### config.mk
export PLATFORM = sky130hd
export DESIGN_NAME = uart_rx_ctl
export DESIGN_NICKNAME = d
export VERILOG_FILES = /design/src/rtl/uart_rx_ctl.sv
export SDC_FILE = /design/constraint.sdc
export NUM_CORES = 1
export LEC_CHECK = 0
export CORE_UTILIZATION = 38
export DETAILED_ROUTE_END_ITERATION = 16
export GPL_TIMING_DRIVEN = 1
export PLACE_DENSITY = 0.62
export RECOVER_POWER = 25
export SLEW_MARGIN = 30
export SYNTH_ARGS = -nofsm -noshare
export SYNTH_HDL_FRONTEND = slang
export SYNTH_SLANG_ARGS = --single-unit
### constraint.sdc
create_clock -name clock -period 2.05 [get_ports clock]
set_clock_uncertainty 0.05 [all_clocks]
set_input_delay 0.3075 -clock clock [delete_from_list [all_inputs] [get_ports clock]]
set_output_delay 0.3075 -clock clock [all_outputs]
set_load 0.05 [all_outputs]
### src/rtl/uart_rx_ctl.sv
// uart_rx_ctl: receive-side control FSM for the debug/host UART link.
// Synchronises the serial pin, detects the start bit, enables the shared
// baud generator per frame, samples 8 data bits LSB-first on mid-bit ticks,
// and writes good bytes to the RX buffer. Flags framing errors and overruns.
// Ports:
//   clock, reset        system clock, async active-low reset
//   rx_clock_bps        mid-bit tick from baud generator (honoured only while rx_band_sig)
//   rx_pin_in           asynchronous serial line, idles high
//   rx_buf_full         RX buffer cannot accept a write this cycle
//   rx_overrun_clr      pulse clearing rx_overrun
//   rx_band_sig         enables the baud generator for the current frame
//   rx_data             last received byte
//   rx_data_valid       one-cycle write strobe to the RX buffer
//   rx_frame_err        one-cycle pulse on a bad stop bit
//   rx_overrun          sticky: good byte dropped because buffer was full
`timescale 1ns/1ps
module uart_rx_ctl #(
  parameter int unsigned SYNC_STAGES = 2
) (
  input  logic       clock,
  input  logic       reset,
  input  logic       rx_clock_bps,
  input  logic       rx_pin_in,
  input  logic       rx_buf_full,
  input  logic       rx_overrun_clr,
  output logic       rx_band_sig,
  output logic [7:0] rx_data,
  output logic       rx_data_valid,
  output logic       rx_frame_err,
  output logic       rx_overrun
);

  localparam int unsigned DATA_W = 8;

  typedef enum logic [3:0] {
    S_IDLE  = 4'd0,
    S_START = 4'd1,
    S_DATA0 = 4'd2,
    S_DATA1 = 4'd3,
    S_DATA2 = 4'd4,
    S_DATA3 = 4'd5,
    S_DATA4 = 4'd6,
    S_DATA5 = 4'd7,
    S_DATA6 = 4'd8,
    S_DATA7 = 4'd9,
    S_STOP  = 4'd10,
    S_BFREE = 4'd11
  } state_e;

  logic [SYNC_STAGES-1:0] sync_q;
  logic                   prev_q;
  logic                   rx_sync;
  logic                   fall_edge;
  logic                   tick;
  logic [2:0]             bit_idx;

  state_e              state_q, state_d;
  logic [DATA_W-1:0]   shift_q, shift_d;
  logic                band_q, band_d;
  logic [DATA_W-1:0]   data_q, data_d;
  logic                valid_q, valid_d;
  logic                ferr_q, ferr_d;
  logic                ovr_q, ovr_d;
  logic                ovr_set;

  // Pin synchroniser plus one delayed copy for edge detection; idle-high reset
  always_ff @(posedge clock or negedge reset) begin
    if (!reset) begin
      sync_q <= '1;
      prev_q <= 1'b1;
    end else begin
      sync_q <= {sync_q[SYNC_STAGES-2:0], rx_pin_in};
      prev_q <= rx_sync;
    end
  end

  assign rx_sync   = sync_q[SYNC_STAGES-1];
  assign fall_edge = prev_q & ~rx_sync;
  // Ticks only count while the baud generator is enabled for this frame
  assign tick      = rx_clock_bps & band_q;
  assign bit_idx   = 3'(4'(state_q) - 4'(S_DATA0));

  // State and output registers
  always_ff @(posedge clock or negedge reset) begin
    if (!reset) begin
      state_q <= S_IDLE;
      shift_q <= '0;
      band_q  <= 1'b0;
      data_q  <= '0;
      valid_q <= 1'b0;
      ferr_q  <= 1'b0;
      ovr_q   <= 1'b0;
    end else begin
      state_q <= state_d;
      shift_q <= shift_d;
      band_q  <= band_d;
      data_q  <= data_d;
      valid_q <= valid_d;
      ferr_q  <= ferr_d;
      ovr_q   <= ovr_d;
    end
  end

  // Next-state and output logic
  always_comb begin
    state_d = state_q;
    shift_d = shift_q;
    band_d  = band_q;
    data_d  = data_q;
    valid_d = 1'b0;
    ferr_d  = 1'b0;
    ovr_set = 1'b0;

    case (state_q)
      S_IDLE: begin
        if (fall_edge) begin
          state_d = S_START;
          band_d  = 1'b1;
        end
      end
      S_START: begin
        if (tick) begin
          if (!rx_sync) begin
            state_d = S_DATA0;
          end else begin
            // Line back high at mid start bit: treat as a glitch
            state_d = S_IDLE;
            band_d  = 1'b0;
          end
        end
      end
      S_DATA0, S_DATA1, S_DATA2, S_DATA3,
      S_DATA4, S_DATA5, S_DATA6, S_DATA7: begin
        if (tick) begin
          shift_d[bit_idx] = rx_sync;
          state_d = (state_q == S_DATA7) ? S_STOP : state_e'(4'(state_q) + 4'd1);
        end
      end
      S_STOP: begin
        if (tick) begin
          band_d = 1'b0;
          if (rx_sync) begin
            state_d = S_IDLE;
            if (!rx_buf_full) begin
              data_d  = shift_q;
              valid_d = 1'b1;
            end else begin
              ovr_set = 1'b1;
            end
          end else begin
            ferr_d  = 1'b1;
            state_d = S_BFREE;
          end
        end
      end
      S_BFREE: begin
        // Wait out a break so it is not decoded as repeated frames
        if (rx_sync) begin
          state_d = S_IDLE;
        end
      end
      default: begin
        state_d = S_IDLE;
        band_d  = 1'b0;
      end
    endcase

    // Set has priority over a coincident clear
    ovr_d = ovr_q;
    if (rx_overrun_clr) ovr_d = 1'b0;
    if (ovr_set)        ovr_d = 1'b1;
  end

  assign rx_band_sig   = band_q;
  assign rx_data       = data_q;
  assign rx_data_valid = valid_q;
  assign rx_frame_err  = ferr_q;
  assign rx_overrun    = ovr_q;

endmodule
==> flow_summary.html <==
<table>
<tr><th>Metric</th><th>Value</th></tr>
<tr><th colspan="2">Detailed routing</th></tr>
<tr><td>1st-iter DRT viols</td><td>21</td></tr>
<tr><td>Detailed-routing iteration count for the pre-antenna-repair pass</td><td>4</td></tr>
<tr><td>Wire length per cell</td><td>14.8 µm</td></tr>
<tr><td>Wire length reported by the detailed router</td><td>approximately 2800 µm</td></tr>
<tr><td>Number of vias per cell after detailed routing</td><td>5.31</td></tr>
<tr><td>Post-route DRC</td><td>0</td></tr>
<tr><td>Remaining antenna violation count</td><td>0</td></tr>
<tr><td>Total vias in the final route</td><td>between 1,000 and 1,500</td></tr>
<tr><th colspan="2">Final layout</th></tr>
<tr><td>Diode count</td><td>0</td></tr>
<tr><td>Syn-to-layout area delta</td><td>27.8%</td></tr>
<tr><td>Core utilization of the finished layout</td><td>0.518</td></tr>
<tr><td>Layout cell share with drive strength beyond 1</td><td>0.393</td></tr>
<tr><td>Final layout net count</td><td>between 150 and 200</td></tr>
<tr><td># fillers</td><td>around 320</td></tr>
<tr><th colspan="2">Synth</th></tr>
<tr><td>Number of enable flip-flop cells after synthesis</td><td>0</td></tr>
<tr><td>Commonest cells post-synth</td><td>sky130_fd_sc_hd__dfrtp_1, sky130_fd_sc_hd__mux2_2, sky130_fd_sc_hd__inv_1, sky130_fd_sc_hd__nand2_1, sky130_fd_sc_hd__nor2_1</td></tr>
<tr><td>Synthesis warning total</td><td>0</td></tr>
<tr><td>Synthesized netlist cell count</td><td>approximately 110</td></tr>
<tr><td>Mean instance size in the synthesized netlist</td><td>approximately 12 µm²</td></tr>
<tr><td>Cell variety after synth</td><td>39</td></tr>
<tr><td>Share of synthesized flip-flops with an asynchronous set or reset</td><td>1.00</td></tr>
<tr><td>Number of flip-flops and latches in the synthesized netlist</td><td>27</td></tr>
<tr><td>Most repeated cell in the gate-level netlist after synthesis</td><td>sky130_fd_sc_hd__dfrtp_1</td></tr>
<tr><td>Net Count, Synth</td><td>roughly 120</td></tr>
<tr><td>Cell type with the highest aggregate area in the netlist</td><td>sky130_fd_sc_hd__dfrtp_1</td></tr>
<tr><td>Sequential cell area fraction in the yosys report</td><td>0.491</td></tr>
<tr><td>Most frequently used flop master after synthesis</td><td>sky130_fd_sc_hd__dfrtp_1</td></tr>
<tr><td>Top cell type's share of synthesized area</td><td>0.434</td></tr>
<tr><td>Cell Area, Synth</td><td>0.00138 mm²</td></tr>
<tr><td>Top cells by area in the synthesized netlist</td><td>sky130_fd_sc_hd__dfrtp_1, sky130_fd_sc_hd__mux2_2, sky130_fd_sc_hd__dfstp_2</td></tr>
<tr><th colspan="2">GRT</th></tr>
<tr><td>Largest net degree at the start of global routing</td><td>28</td></tr>
<tr><td>Wire length of the first global-routing pass</td><td>~5000 µm</td></tr>
<tr><td>Total GRT Usage</td><td>0.164</td></tr>
<tr><td>Total overflow reported by the global router</td><td>0</td></tr>
<tr><td>Number of global-route vias before repair</td><td>1,051</td></tr>
<tr><td>Initial antenna violation count</td><td>0</td></tr>
<tr><th colspan="2">Setup path</th></tr>
<tr><td>Required time of the critical path</td><td>about 2200 ps</td></tr>
<tr><td>Depth of the most critical reg-to-reg path</td><td>6</td></tr>
<tr><td>CP Class</td><td>flop to flop</td></tr>
<tr><td>Endpoint kind of the worst setup timing path</td><td>flop</td></tr>
<tr><td>Startpoint type of the worst setup path</td><td>flop</td></tr>
<tr><td>Worst Path Arrival</td><td>2210 ps</td></tr>
<tr><td>Critical R2R Capture</td><td>state_q[3]</td></tr>
<tr><td>Crit path max fanout</td><td>5</td></tr>
<tr><td>Minimum setup slack among reg-to-reg paths</td><td>~25 ps</td></tr>
<tr><td>RR Startpoint</td><td>state_q[1]</td></tr>
<tr><th colspan="2">Floorplan</th></tr>
<tr><td>Width of the die</td><td>about 62 µm</td></tr>
<tr><td>Die area</td><td>0.00389 mm²</td></tr>
<tr><td>Row count</td><td>21</td></tr>
<tr><td>IO Pins</td><td>18</td></tr>
<tr><td>Core area</td><td>0.00342 mm²</td></tr>
<tr><td>Starting utilization of the core area</td><td>0.405</td></tr>
<tr><td>Die boundary height</td><td>62.3 µm</td></tr>
<tr><th colspan="2">Timing</th></tr>
<tr><td>Final setup vio count</td><td>0</td></tr>
<tr><td>Shortest clock period the worst path allows after layout</td><td>about 2000 ps</td></tr>
<tr><td>Transition at the pin with the smallest max-transition slack</td><td>~1400 ps</td></tr>
<tr><td>Worst slew slack as a fraction of its limit</td><td>0.0521</td></tr>
<tr><td>Sum of negative setup slack</td><td>0 ps</td></tr>
<tr><td>Share of the clock period used by the worst path after layout</td><td>0.988</td></tr>
<tr><td>Max Slew Vio Count</td><td>0</td></tr>
<tr><td>Final-layout worst hold slack</td><td>about 320 ps</td></tr>
<tr><td>Count of final hold-check violations</td><td>0</td></tr>
<tr><td>Setup repair after global routing missed its margin</td><td>yes</td></tr>
<tr><td>Achievable frequency</td><td>494 MHz</td></tr>
<tr><th colspan="2">Worst hold path</th></tr>
<tr><td>Min-Delay Endpoint</td><td>sync_q[1]</td></tr>
<tr><td>Hold Startpoint</td><td>sync_q[0]</td></tr>
<tr><td>Hold path cells</td><td>0</td></tr>
<tr><td>HP Class</td><td>flop to flop</td></tr>
<tr><th colspan="2">Power and ir drop</th></tr>
<tr><td>Total power after layout</td><td>slightly above 800 µW</td></tr>
<tr><td>Internal power</td><td>626 µW</td></tr>
<tr><td>Share of total power consumed by net switching</td><td>0.223</td></tr>
<tr><td>Leakage component of the power</td><td>0.776 nW</td></tr>
<tr><td>Sequential group share of total power</td><td>0.674</td></tr>
<tr><td>Worst vdd rail ir drop</td><td>between 0.3 and 0.4 mV</td></tr>
<tr><td>Share of total power in the clock network</td><td>0.290</td></tr>
<tr><td>Pwr per Cell Area</td><td>roughly 460 mW/mm²</td></tr>
<tr><td>Sw Pwr</td><td>approximately 180 µW</td></tr>
<tr><td>Comb power frac</td><td>0.036</td></tr>
<tr><th colspan="2">Run</th></tr>
<tr><td>Max-Cap Viols</td><td>0</td></tr>
<tr><th colspan="2">Clocking</th></tr>
<tr><td>Clock insertion delay at the later pin of the skew report</td><td>330 ps</td></tr>
<tr><td>Clock root cell</td><td>sky130_fd_sc_hd__clkbuf_4</td></tr>
<tr><td>TritonCTS clock tree</td><td>built</td></tr>
<tr><td>Clock buffers created by TritonCTS</td><td>3</td></tr>
<tr><td>Clock input transition at the sequential cells of the worst setup and hold paths</td><td>approximately 150 ps</td></tr>
<tr><td>Clock buffer depth</td><td>2</td></tr>
<tr><td>Clock Sink Count</td><td>27</td></tr>
<tr><td>H-tree lvl count</td><td>1</td></tr>
<tr><th colspan="2">Placement</th></tr>
<tr><td>Final weighted congestion in routability-driven placement</td><td>about 0.92</td></tr>
<tr><td>Dpl hpwl</td><td>around 2100 µm</td></tr>
<tr><td>Port bufs</td><td>17</td></tr>
<tr><th colspan="2">Status</th></tr>
<tr><td>Outcome</td><td>completed</td></tr>
</table>
==> cell type report <==
cell class,count,area (µm²),share of cell area
multi-input cells,75,682,0.386
flip-flops and latches,27,679,0.384
repair buffers,33,297,0.168
well taps,46,57.6,0.0326
clock buffers,3,22.5,0.0127
inverters,6,22.5,0.0127
clock inverters,1,7.51,0.00425
==> how the worst max path moves through the flow <==
stage / start / endpoint / slack [ps]
6_report: state_q[1] / state_q[3] / 30
5_1_grt: state_q[0] / state_q[3] / -20
4_1_cts: state_q[0] / shift_q[6] / 7
3_5_place_dp: state_q[0] / shift_q[4] / -2
3_3_place_gp: rx_clock_bps / rx_data[3] / 20
2_1_floorplan: state_q[0] / state_q[1] / 10
==> state kept, by name, indices dropped and copies added (netlist names), 2 cells and up <==
signal / count
rx_data: 8
state_q: 4
shift_q: 8
sync_q: 2
==> cell usage in the layout, fill, tap and decap left out, drive strengths merged <==
| cell | n |
|---|---|
| nor4 | 1 |
| o32a | 1 |
| a21boi | 1 |
| a221oi | 1 |
| dlygate4sd3 | 1 |
| dlymetal6s2s | 1 |
| nor2 | 6 |
| inv | 6 |
| ha | 4 |
| o21ai | 1 |
| mux2i | 1 |
| a21oi | 4 |
| and4b | 1 |
| a22oi | 1 |
| mux2 | 20 |
| a31oi | 1 |
| nand2b | 1 |
| xnor2 | 1 |
| clkinvlp | 1 |
| and3b | 1 |
| a2bb2oi | 1 |
| buf | 15 |
| dfstp | 3 |
| clkbuf | 4 |
| nand4 | 4 |
| dfrtp | 24 |
| or3b | 1 |
| nor4bb | 1 |
| nor3b | 2 |
| and4 | 1 |
| o22ai | 2 |
| a22o | 1 |
| o22a | 1 |
| clkdlybuf4s50 | 15 |
| nand3 | 4 |
| and2 | 1 |
| nand2 | 6 |
| nor3 | 4 |
==> power groups by stage <==
| stage | Combinational [mW] | Clock (mW) | Sequential [mW] |
|---|---|---|---|
| after floorplan | 0.00662 | 0 | 0.550 |
| after global placement | 0.0307 | 0 | 0.552 |
| after detailed placement | 0.0309 | 0 | 0.553 |
| after CTS | 0.0313 | 0.249 | 0.543 |
| after global routing | 0.0336 | 0.272 | 0.544 |
| final | 0.0293 | 0.233 | 0.543 |
==> routing by layer <==
layer,part of all wire,GRT usage,up-vias
met5,0,0,-
met4,0.022,0.0465,0
met3,0.029,0.0386,8
met2,0.50,0.273,21
met1,0.45,0.211,511
li1,-,-,475
==> cells by family (layout without fill, tap and decap cells) <==
| group | count (synthesis) | after routing | share of synthesized area |
|---|---|---|---|
| AO/OA/AOI/OAI | 15 | 15 | 0.0931 |
| XOR/XNOR | 1 | 1 | 0.00633 |
| adder cells (fa/ha/maj) | 4 | 4 | 0.0362 |
| buffers and inverters | 11 | 43 | 0.0479 |
| flip-flops | 27 | 27 | 0.491 |
| multiplexers | 21 | 21 | 0.178 |
| AND/OR/NAND/NOR | 34 | 34 | 0.147 |
==> metrics by stage <==
stage | cell area [µm²] | instances | setup WS, ps
after floorplan | 1400 | 113 | 9.78
after global placement | 1660 | 183 | 20.2
after detailed placement | 1660 | 183 | -2.41
after CTS | 1710 | 188 | 7.42
after global routing | 1770 | 191 | -21.8
final | 1770 | 191 | 25.3
==> timing repair <==
| item | in CTS | in global routing |
|---|---|---|
| endpoints found under the hold margin | 0 | 0 |
| resized for setup | 1 | 12 |
| buffers inserted | 1 | 3 |
| endpoints found under the setup margin | 3 | 11 |
| pin swaps | 0 | 3 |
| hold buffers | 0 | 0 |
==> critical path, stage by stage, from the launching register on <==
cell and delay [ps]:
sky130_fd_sc_hd__dfrtp_1 460, sky130_fd_sc_hd__buf_6 140, sky130_fd_sc_hd__ha_4 160, sky130_fd_sc_hd__mux2_4 270, sky130_fd_sc_hd__a221oi_2 260, sky130_fd_sc_hd__a21boi_4 270
sky130_fd_sc_hd__mux2_4 320
Power figures use the tool's default switching activity.
